## src/rtl/gray_pkg.sv

```systemverilog
// Shared types and constants for the pipelined RGB-to-grayscale converter.
package gray_pkg;

  // Widest channel the lanes are built for; narrower channels are zero-extended.
  localparam int unsigned CW_MAX = 12;

  typedef struct packed {
    logic [CW_MAX-1:0] r;
    logic [CW_MAX-1:0] g;
    logic [CW_MAX-1:0] b;
  } rgb_t;

  typedef enum logic {
    GRAY_WEIGHTED = 1'b0,
    GRAY_AVERAGE  = 1'b1
  } gray_mode_e;

  typedef enum logic {
    ST_IDLE   = 1'b0,
    ST_ACTIVE = 1'b1
  } gray_state_e;

  // BT.601 weights scaled by 256 (sum is exactly 256).
  localparam int unsigned COEF_R    = 77;
  localparam int unsigned COEF_G    = 150;
  localparam int unsigned COEF_B    = 29;
  // 171/512 approximates 1/3 for the plain average.
  localparam int unsigned COEF_AVG  = 171;
  localparam int unsigned SHIFT_WGT = 8;
  localparam int unsigned SHIFT_AVG = 9;
  // Half an LSB of the shifted result, used for round-half-up.
  localparam int unsigned RND_WGT   = 128;
  localparam int unsigned RND_AVG   = 256;

endpackage

```

## src/rtl/gray_lane.sv

```systemverilog
// One pixel of the converter: stage 1 forms per-channel products, stage 2
// sums, optionally rounds (GRAY_ROUND_EN), shifts and saturates.
module gray_lane
  import gray_pkg::*;
#(
  parameter int unsigned CW = 8
) (
  input  logic            clk,
  input  logic            n_rst,
  input  logic            ld1_i,
  input  logic            ld2_i,
  input  gray_mode_e      mode_i,
  input  logic [3*CW-1:0] rgb_i,
  output logic [CW-1:0]   gray_o
);

  localparam int unsigned PW = CW + 8;
  localparam int unsigned IW = CW + 10;

  rgb_t          px;
  logic [PW-1:0] coef_r, coef_g, coef_b;
  logic [PW-1:0] prod_r_d, prod_g_d, prod_b_d;
  logic [PW-1:0] prod_r_q, prod_g_q, prod_b_q;
  gray_mode_e    mode_q;
  logic [IW-1:0] rnd, sum, y;
  logic [CW-1:0] gray_d, gray_q;

  // Unpack channels and form per-mode products
  always_comb begin
    px       = '0;
    px.r     = CW_MAX'(rgb_i[3*CW-1:2*CW]);
    px.g     = CW_MAX'(rgb_i[2*CW-1:CW]);
    px.b     = CW_MAX'(rgb_i[CW-1:0]);
    coef_r   = PW'(COEF_R);
    coef_g   = PW'(COEF_G);
    coef_b   = PW'(COEF_B);
    if (mode_i == GRAY_AVERAGE) begin
      coef_r = PW'(COEF_AVG);
      coef_g = PW'(COEF_AVG);
      coef_b = PW'(COEF_AVG);
    end
    prod_r_d = PW'(px.r) * coef_r;
    prod_g_d = PW'(px.g) * coef_g;
    prod_b_d = PW'(px.b) * coef_b;
  end

  // Sum, round, shift and clamp to the channel range
  always_comb begin
    rnd = '0;
`ifdef GRAY_ROUND_EN
    rnd = (mode_q == GRAY_AVERAGE) ? IW'(RND_AVG) : IW'(RND_WGT);
`else
    rnd = '0;
`endif
    sum    = IW'(prod_r_q) + IW'(prod_g_q) + IW'(prod_b_q) + rnd;
    y      = (mode_q == GRAY_AVERAGE) ? (sum >> SHIFT_AVG) : (sum >> SHIFT_WGT);
    gray_d = (|y[IW-1:CW]) ? '1 : y[CW-1:0];
  end

  // Pipeline registers; each stage holds while its load enable is low
  always_ff @(posedge clk) begin
    if (!n_rst) begin
      prod_r_q <= '0;
      prod_g_q <= '0;
      prod_b_q <= '0;
      mode_q   <= GRAY_WEIGHTED;
      gray_q   <= '0;
    end else begin
      if (ld1_i) begin
        prod_r_q <= prod_r_d;
        prod_g_q <= prod_g_d;
        prod_b_q <= prod_b_d;
        mode_q   <= mode_i;
      end
      if (ld2_i) begin
        gray_q <= gray_d;
      end
    end
  end

  assign gray_o = gray_q;

endmodule

```

## src/rtl/gray_convert_pipe.sv

```systemverilog
// NPIX-wide RGB-to-grayscale converter, 2-stage valid/ready pipeline with
// per-frame mode latch and end-of-frame pulse. Optional macro GRAY_ROUND_EN
// selects round-half-up instead of truncation (handled in gray_lane).
module gray_convert_pipe
  import gray_pkg::*;
#(
  parameter int unsigned NPIX        = 4,
  parameter int unsigned CW          = 8,
  parameter int unsigned FRAME_BEATS = 16
) (
  input  logic                   clk,
  input  logic                   n_rst,
  input  logic [NPIX*3*CW-1:0]   in_pixel_buffer,
  input  logic                   in_valid,
  output logic                   in_ready,
  input  logic                   gray_mode,
  output logic [NPIX*CW-1:0]     gray_pixel,
  output logic                   out_valid,
  input  logic                   out_ready,
  output logic                   out_last,
  output logic                   gray_done
);

  localparam int unsigned CNT_W = (FRAME_BEATS > 1) ? $clog2(FRAME_BEATS) : 1;
  localparam logic [CNT_W-1:0] LAST_IDX = CNT_W'(FRAME_BEATS - 1);

  logic             rdy_q;
  logic             s1_valid_q, s1_valid_d;
  logic             s2_valid_q, s2_valid_d;
  logic             s1_last_q, s1_last_d;
  logic             s2_last_q, s2_last_d;
  logic             done_q, done_d;
  gray_state_e      state_q;
  gray_mode_e       mode_q;
  logic [CNT_W-1:0] cnt_q;

  logic             en2, acc, ld2, last_beat;
  gray_mode_e       beat_mode;

  // Handshake decode and stage advance
  always_comb begin
    en2        = !s2_valid_q || out_ready;
    in_ready   = rdy_q && (en2 || !s1_valid_q);
    acc        = in_valid && in_ready;
    ld2        = en2 && s1_valid_q;
    last_beat  = (cnt_q == LAST_IDX);
    beat_mode  = (state_q == ST_IDLE) ? gray_mode_e'(gray_mode) : mode_q;
    s1_valid_d = acc || (s1_valid_q && !en2);
    s1_last_d  = acc ? last_beat : s1_last_q;
    s2_valid_d = en2 ? s1_valid_q : s2_valid_q;
    s2_last_d  = en2 ? (s1_valid_q && s1_last_q) : s2_last_q;
    done_d     = s2_valid_q && out_ready && s2_last_q;
  end

  // Pipeline valid/last tags and the end-of-frame pulse
  always_ff @(posedge clk) begin
    if (!n_rst) begin
      rdy_q      <= 1'b0;
      s1_valid_q <= 1'b0;
      s2_valid_q <= 1'b0;
      s1_last_q  <= 1'b0;
      s2_last_q  <= 1'b0;
      done_q     <= 1'b0;
    end else begin
      rdy_q      <= 1'b1;
      s1_valid_q <= s1_valid_d;
      s2_valid_q <= s2_valid_d;
      s1_last_q  <= s1_last_d;
      s2_last_q  <= s2_last_d;
      done_q     <= done_d;
    end
  end

  // Frame FSM: latch mode on the first beat, count beats to the frame end
  always_ff @(posedge clk) begin
    if (!n_rst) begin
      state_q <= ST_IDLE;
      mode_q  <= GRAY_WEIGHTED;
      cnt_q   <= '0;
    end else if (acc) begin
      cnt_q <= last_beat ? '0 : cnt_q + CNT_W'(1);
      case (state_q)
        ST_IDLE: begin
          mode_q <= gray_mode_e'(gray_mode);
          if (!last_beat) state_q <= ST_ACTIVE;
        end
        ST_ACTIVE: begin
          if (last_beat) state_q <= ST_IDLE;
        end
        default: state_q <= ST_IDLE;
      endcase
    end
  end

  // Per-pixel arithmetic lanes sharing the pipeline control
  for (genvar i = 0; i < NPIX; i++) begin : g_lane
    gray_lane #(.CW(CW)) u_lane (
      .clk    (clk),
      .n_rst  (n_rst),
      .ld1_i  (acc),
      .ld2_i  (ld2),
      .mode_i (beat_mode),
      .rgb_i  (in_pixel_buffer[i*3*CW +: 3*CW]),
      .gray_o (gray_pixel[i*CW +: CW])
    );
  end

  assign out_valid = s2_valid_q;
  assign out_last  = s2_last_q;
  assign gray_done = done_q;

endmodule

```

## config.mk

```make
export PLATFORM = sky130hd
export DESIGN_NAME = gray_convert_pipe
export DESIGN_NICKNAME = d
export VERILOG_FILES = /design/src/rtl/gray_pkg.sv /design/src/rtl/gray_lane.sv /design/src/rtl/gray_convert_pipe.sv
export SDC_FILE = /design/constraint.sdc
export NUM_CORES = 2
export LEC_CHECK = 0
export ABC_AREA = 1
export CORE_AREA = 2 2 388 390
export DETAILED_ROUTE_END_ITERATION = 8
export DIE_AREA = 0 0 390 392
export HOLD_SLACK_MARGIN = 0.08
export PLACE_DENSITY = 0.43
export SETUP_SLACK_MARGIN = 0.4
export SLEW_MARGIN = 25
export SYNTH_ARGS = -nofsm -noshare
export SYNTH_HDL_FRONTEND = slang
export SYNTH_HIERARCHICAL = 1
export SYNTH_SLANG_ARGS = --single-unit
```

## constraint.sdc

```tcl
create_clock -name clk -period 18.2 [get_ports clk]
set_clock_uncertainty 0.05 [all_clocks]
set_input_delay 4.55 -clock clk [delete_from_list [all_inputs] [get_ports clk]]
set_output_delay 4.55 -clock clk [all_outputs]
set_load 0.02 [all_outputs]
```

* Word level (Yosys, flattened, before mapping)
Index checks and enable logic that the tools add are counted.
** Word-level totals
- Bits in registers :: 236
- Bits of input ports :: 101
- Output and inout bits :: 36
- Word-level logic and storage cells :: 79
** Operators by class
- Add/sub/neg operators :: 9
- Multiply operators :: 12
- Eq/ne operators :: 1
- Muxes and demuxes :: 15
- Reductions and logical operators :: 17
** Operator list (count)
- 8-bit by 16-bit multiplier with 16-bit output :: 7
- 8-bit by 8-bit multiplier with 16-bit output :: 5
- 18-bit by 16-bit adder with 18-bit output :: 4
- 16-bit by 16-bit adder with 17-bit output :: 4
- 8-bit 2-to-1 mux :: 6
- 10-bit 2-to-1 mux :: 4
- 10-bit OR reduction :: 4
- 1-bit logical AND :: 7
- 6-bit 2-to-1 mux :: 1
- 4-bit by 1-bit adder with 4-bit output (second input constant) :: 1
- 4-bit == test (second input constant) :: 1
- 4-bit 2-to-1 mux :: 1
- 1-bit logical NOT :: 3
- 1-bit logical OR :: 3
- 1-bit 2-to-1 mux :: 3

* Depth between registers and ports, before layout
- Depth in word-level cells :: 6
- Gate-level depth with buffers :: 27
- Depth with buffers taken out :: 26

* By module
The synthesis kept the hierarchy.
** By module, submodules not included
- gray_lane at g_lane[1].u_lane :: times used 1, cells each 1311, area each 9175.0 sq um, seq. area each 1141.1 sq um
- gray_lane at g_lane[0].u_lane :: times used 1, cells each 1317, area each 9161.3 sq um, seq. area each 1141.1 sq um
- gray_lane at g_lane[3].u_lane :: times used 1, cells each 1309, area each 9125.0 sq um, seq. area each 1141.1 sq um
- gray_lane at g_lane[2].u_lane :: times used 1, cells each 1282, area each 9057.4 sq um, seq. area each 1141.1 sq um
- gray_convert_pipe :: times used 1, cells each 64, area each 491.7 sq um, seq. area each 240.2 sq um

* Worst setup path after synthesis
Ideal clock, no wire load.
- Path type :: input-to-output
- From :: in out_ready
- To :: out in_ready
- Arrival time :: 4848 ps
- Data required time :: 13600 ps
- Path slack :: 8752 ps
- Cell stages on the path :: 4
- Path buffers :: 0
- Path through :: inv_1 nand3_2 nand2_1 inv_1
** On the way
- Longest elaborated chain between the ends :: 3
** RTL lines
- from (decl) :: line gray_convert_pipe.sv:19 : input logic out_ready,
- 1-bit logical OR :: line gray_convert_pipe.sv:42 : en2 = !s2_valid_q || out_ready;
- 1-bit logical OR :: line gray_convert_pipe.sv:43 : in_ready = rdy_q && (en2 || !s1_valid_q);
- 1-bit logical AND :: line gray_convert_pipe.sv:43
- to (decl) :: line gray_convert_pipe.sv:15 : output logic in_ready,
No other way between the ends.

* Final worst setup path
Same ends and word-level chain as after synthesis.

==> impl_metrics.env <==
export IMPL_outcome="finished, final reports clean"
export IMPL_dp_cells=7296
export IMPL_die_y_um=392
export IMPL_ir_drop_mv=0.0467
export IMPL_r2r_cells=25
export IMPL_clk_insertion_delay_late_ns=0.57
export IMPL_r2r_start="state_q"
export IMPL_synth_seq_cells=240
export IMPL_grt_pass1_wl_mm=162
export IMPL_ys_types=52
export IMPL_maxSlewViolCount=0
export IMPL_layout_common_cells="inv_1 (1280), nand2_1 (905), ha_1 (621), nor2_1 (575), fa_1 (308)"
export IMPL_yosysSeqAreaShare_pct=13.0
export IMPL_cts_buffers=35
export IMPL_vias=30700
export IMPL_finalInstanceArea_mm2=0.0419
export IMPL_tns_ns=0
export IMPL_min_from="out_last"
export IMPL_max_cap_viol_count=0
export IMPL_hold_depth=2
export IMPL_drive_gt1_share_pct=3.29
export IMPL_post_place_ws_ns=7.74
export IMPL_fin_nets=6419
export IMPL_worst_path_largest_cell_delay_ns=0.59
export IMPL_initial_utilization_pct=24.9
export IMPL_io_buffers=136
export IMPL_synth_edf_count=0
export IMPL_reg2reg_to="g_lane[1].u_lane/prod_g_q[15]"
export IMPL_final_common_cell="inv_1"
export IMPL_min_to="gray_done"
export IMPL_p_per_area_mw_per_mm2=113
export IMPL_synth_main_ff_cell="dfxtp_1"
export IMPL_area_growth_pct=13.2
export IMPL_hold_viol_final=0
export IMPL_rsz0062_at_grt="false"
export IMPL_place_gp_congestion=0.816
export IMPL_final_antenna_net_count=0
export IMPL_hpwl_mm=82.1
export IMPL_setup_ws_ns=7.74
export IMPL_r2r_slack_ns=12.43
export IMPL_finalPower_uw=4720
export IMPL_end_kind="primary output"
export IMPL_grt_start_max_net_pins=109
export IMPL_hold_path_class="flop to flop"
export IMPL_path_class="input port to primary output"
export IMPL_grt_overflow=0
export IMPL_cts_tree="yes"
export IMPL_fillers=16600
export IMPL_drt_pass1_iterations=5
export IMPL_crit_chain="clkdlybuf4s50_1 -> inv_1 -> nand3_2 -> nand2_1 -> inv_1 -> clkdlybuf4s50_1"
export IMPL_final_cells=7363
export IMPL_vias_per_cell=4.17
export IMPL_tightest_slew_ns=0.963
export IMPL_ios=137
export IMPL_finalSetupViolCount=0
export IMPL_cp_start_kind="input port"
export IMPL_drt_first_iter_violations=1037
export IMPL_cts_resized=0
export IMPL_crit_required_ns=13.60
export IMPL_grtUsageTotal_pct=13.0
export IMPL_drcViolationCount=0
export IMPL_synth_avg_cell_area_um2=7.01
export IMPL_fp_dieW_um=390
export IMPL_post_cts_setup_buffers=0
export IMPL_core_area_mm2=0.149
export IMPL_syn_instance_count=5283
export IMPL_rows=142
export IMPL_regArea_mm2=0.00480
export IMPL_p_leak_uw=0.0237
export IMPL_cts_hold_fix_buffers=0
export IMPL_yosysWarnings=6
export IMPL_period_minus_slack_ns=10.46
export IMPL_root_buffer="clkbuf_16"
export IMPL_antenna_found_initial=10
export IMPL_async_reset_ff_share_pct=0
export IMPL_die_area_mm2=0.153
export IMPL_clk_pin_slew_ns=0.05
export IMPL_wl_per_cell_um=13.2
export IMPL_worst_ep_arrival_time_ns=5.86
export IMPL_fmax_mhz=95.6
export IMPL_placement_cell_area_mm2=0.0406
export IMPL_multi_input_area_mm2=0.0270
export IMPL_clock_sink_count=240
export IMPL_grt_pass1_vias=31400
export IMPL_timing_final_crit_share_pct=57.4
export IMPL_clockBufferDepth=3
export IMPL_slowest_stage="clkdlybuf4s50_1"
export IMPL_timing_slew_headroom_pct=35.8
export IMPL_crit_fanout=3
export IMPL_syn_area_mm2=0.0370
export IMPL_drt_wl_total_mm=96.9
export IMPL_htreeDepth=2
-- critical path, delay by kind of cell --
family / cells / cell delay (ns)
buffers and inverters: 4 / 1.18
and+or+nand+nor: 2 / 0.13
-- layer usage --
| metal | share of wire, % | track usage, % |
|---|---|---|
| met5 | 0.076 | 0 |
| met4 | 1.5 | 2.34 |
| met3 | 3.1 | 1.89 |
| met2 | 46 | 22.4 |
| met1 | 50 | 17.2 |
-- cell usage after synthesis (all sizes together) (20+ instances only) --
cell    instances  area (um2)
clkbuf        101         379
o211ai         20         150
nand4          20         125
a21oi         285        1520
inv          1298        4870
dfxtp         240        4800
xnor2          69         604
fa            308        6170
ha            621        7770
nor3           38         218
nor2          586        2260
o21ai         301        1530
nand2         937        3630
o21bai         26         195
xor2           94         823
nand3         237        1260
-- cell type report --
class,count,share of cell area (%)
multi-input cells,3656,64.4
inverters,1305,11.7
flip-flops and latches,240,11.5
well taps,1944,5.81
repair buffers,151,3.54
clock buffers,49,2.51
clock inverters,14,0.511
diodes,4,0.0239
-- flip-flops by register name, indices dropped and copies added (netlist names) --
| name | cells |
|---|---|
| s1_last_q | 1 |
| cnt_q | 4 |
| gray_done | 1 |
| out_last | 1 |
| out_valid | 1 |
| rdy_q | 1 |
| mode_q | 1 |
| g_lane.u_lane/prod_g_q | 64 |
| g_lane.u_lane/prod_b_q | 64 |
| g_lane.u_lane/prod_r_q | 64 |
| g_lane.u_lane/gray_o | 32 |
| s1_valid_q | 1 |
| state_q | 1 |
| g_lane.u_lane/mode_q | 4 |
-- through the flow --
stage / hold slack [ns] / util (%)
after global placement: 0.401 / 27.3
after CTS: 0.420 / 28.1
after floorplan: 0.379 / -
final: 0.417 / 28.1
after detailed placement: 0.404 / 27.3
after global routing: 0.465 / 28.1
-- kinds of logic after synthesis --
family	share of synthesized area, %
AOI/OAI and AO/OA	10.1
xor gates and xnor gates	3.86
DFF	13.0
buffers and inverters	14.5
adders and majority gates	37.7
and+or+nand+nor	20.8
other	0.0811
-- worst max path at each step --
stage	slack, ns	endpoint	start
final	7.74	in_ready	out_ready
after detailed placement	7.74	in_ready	out_ready
after global routing	7.65	in_ready	out_ready
after floorplan	8.75	in_ready	out_ready
after CTS	7.74	in_ready	out_ready
after global placement	7.74	in_ready	out_ready
-- power breakdown --
group	switching (uW)	total (uW)	internal [uW]
registers	63.3	660	597
clock network	276	751	475
logic	2020	3300	1290
Power figures use the tool's default switching activity.
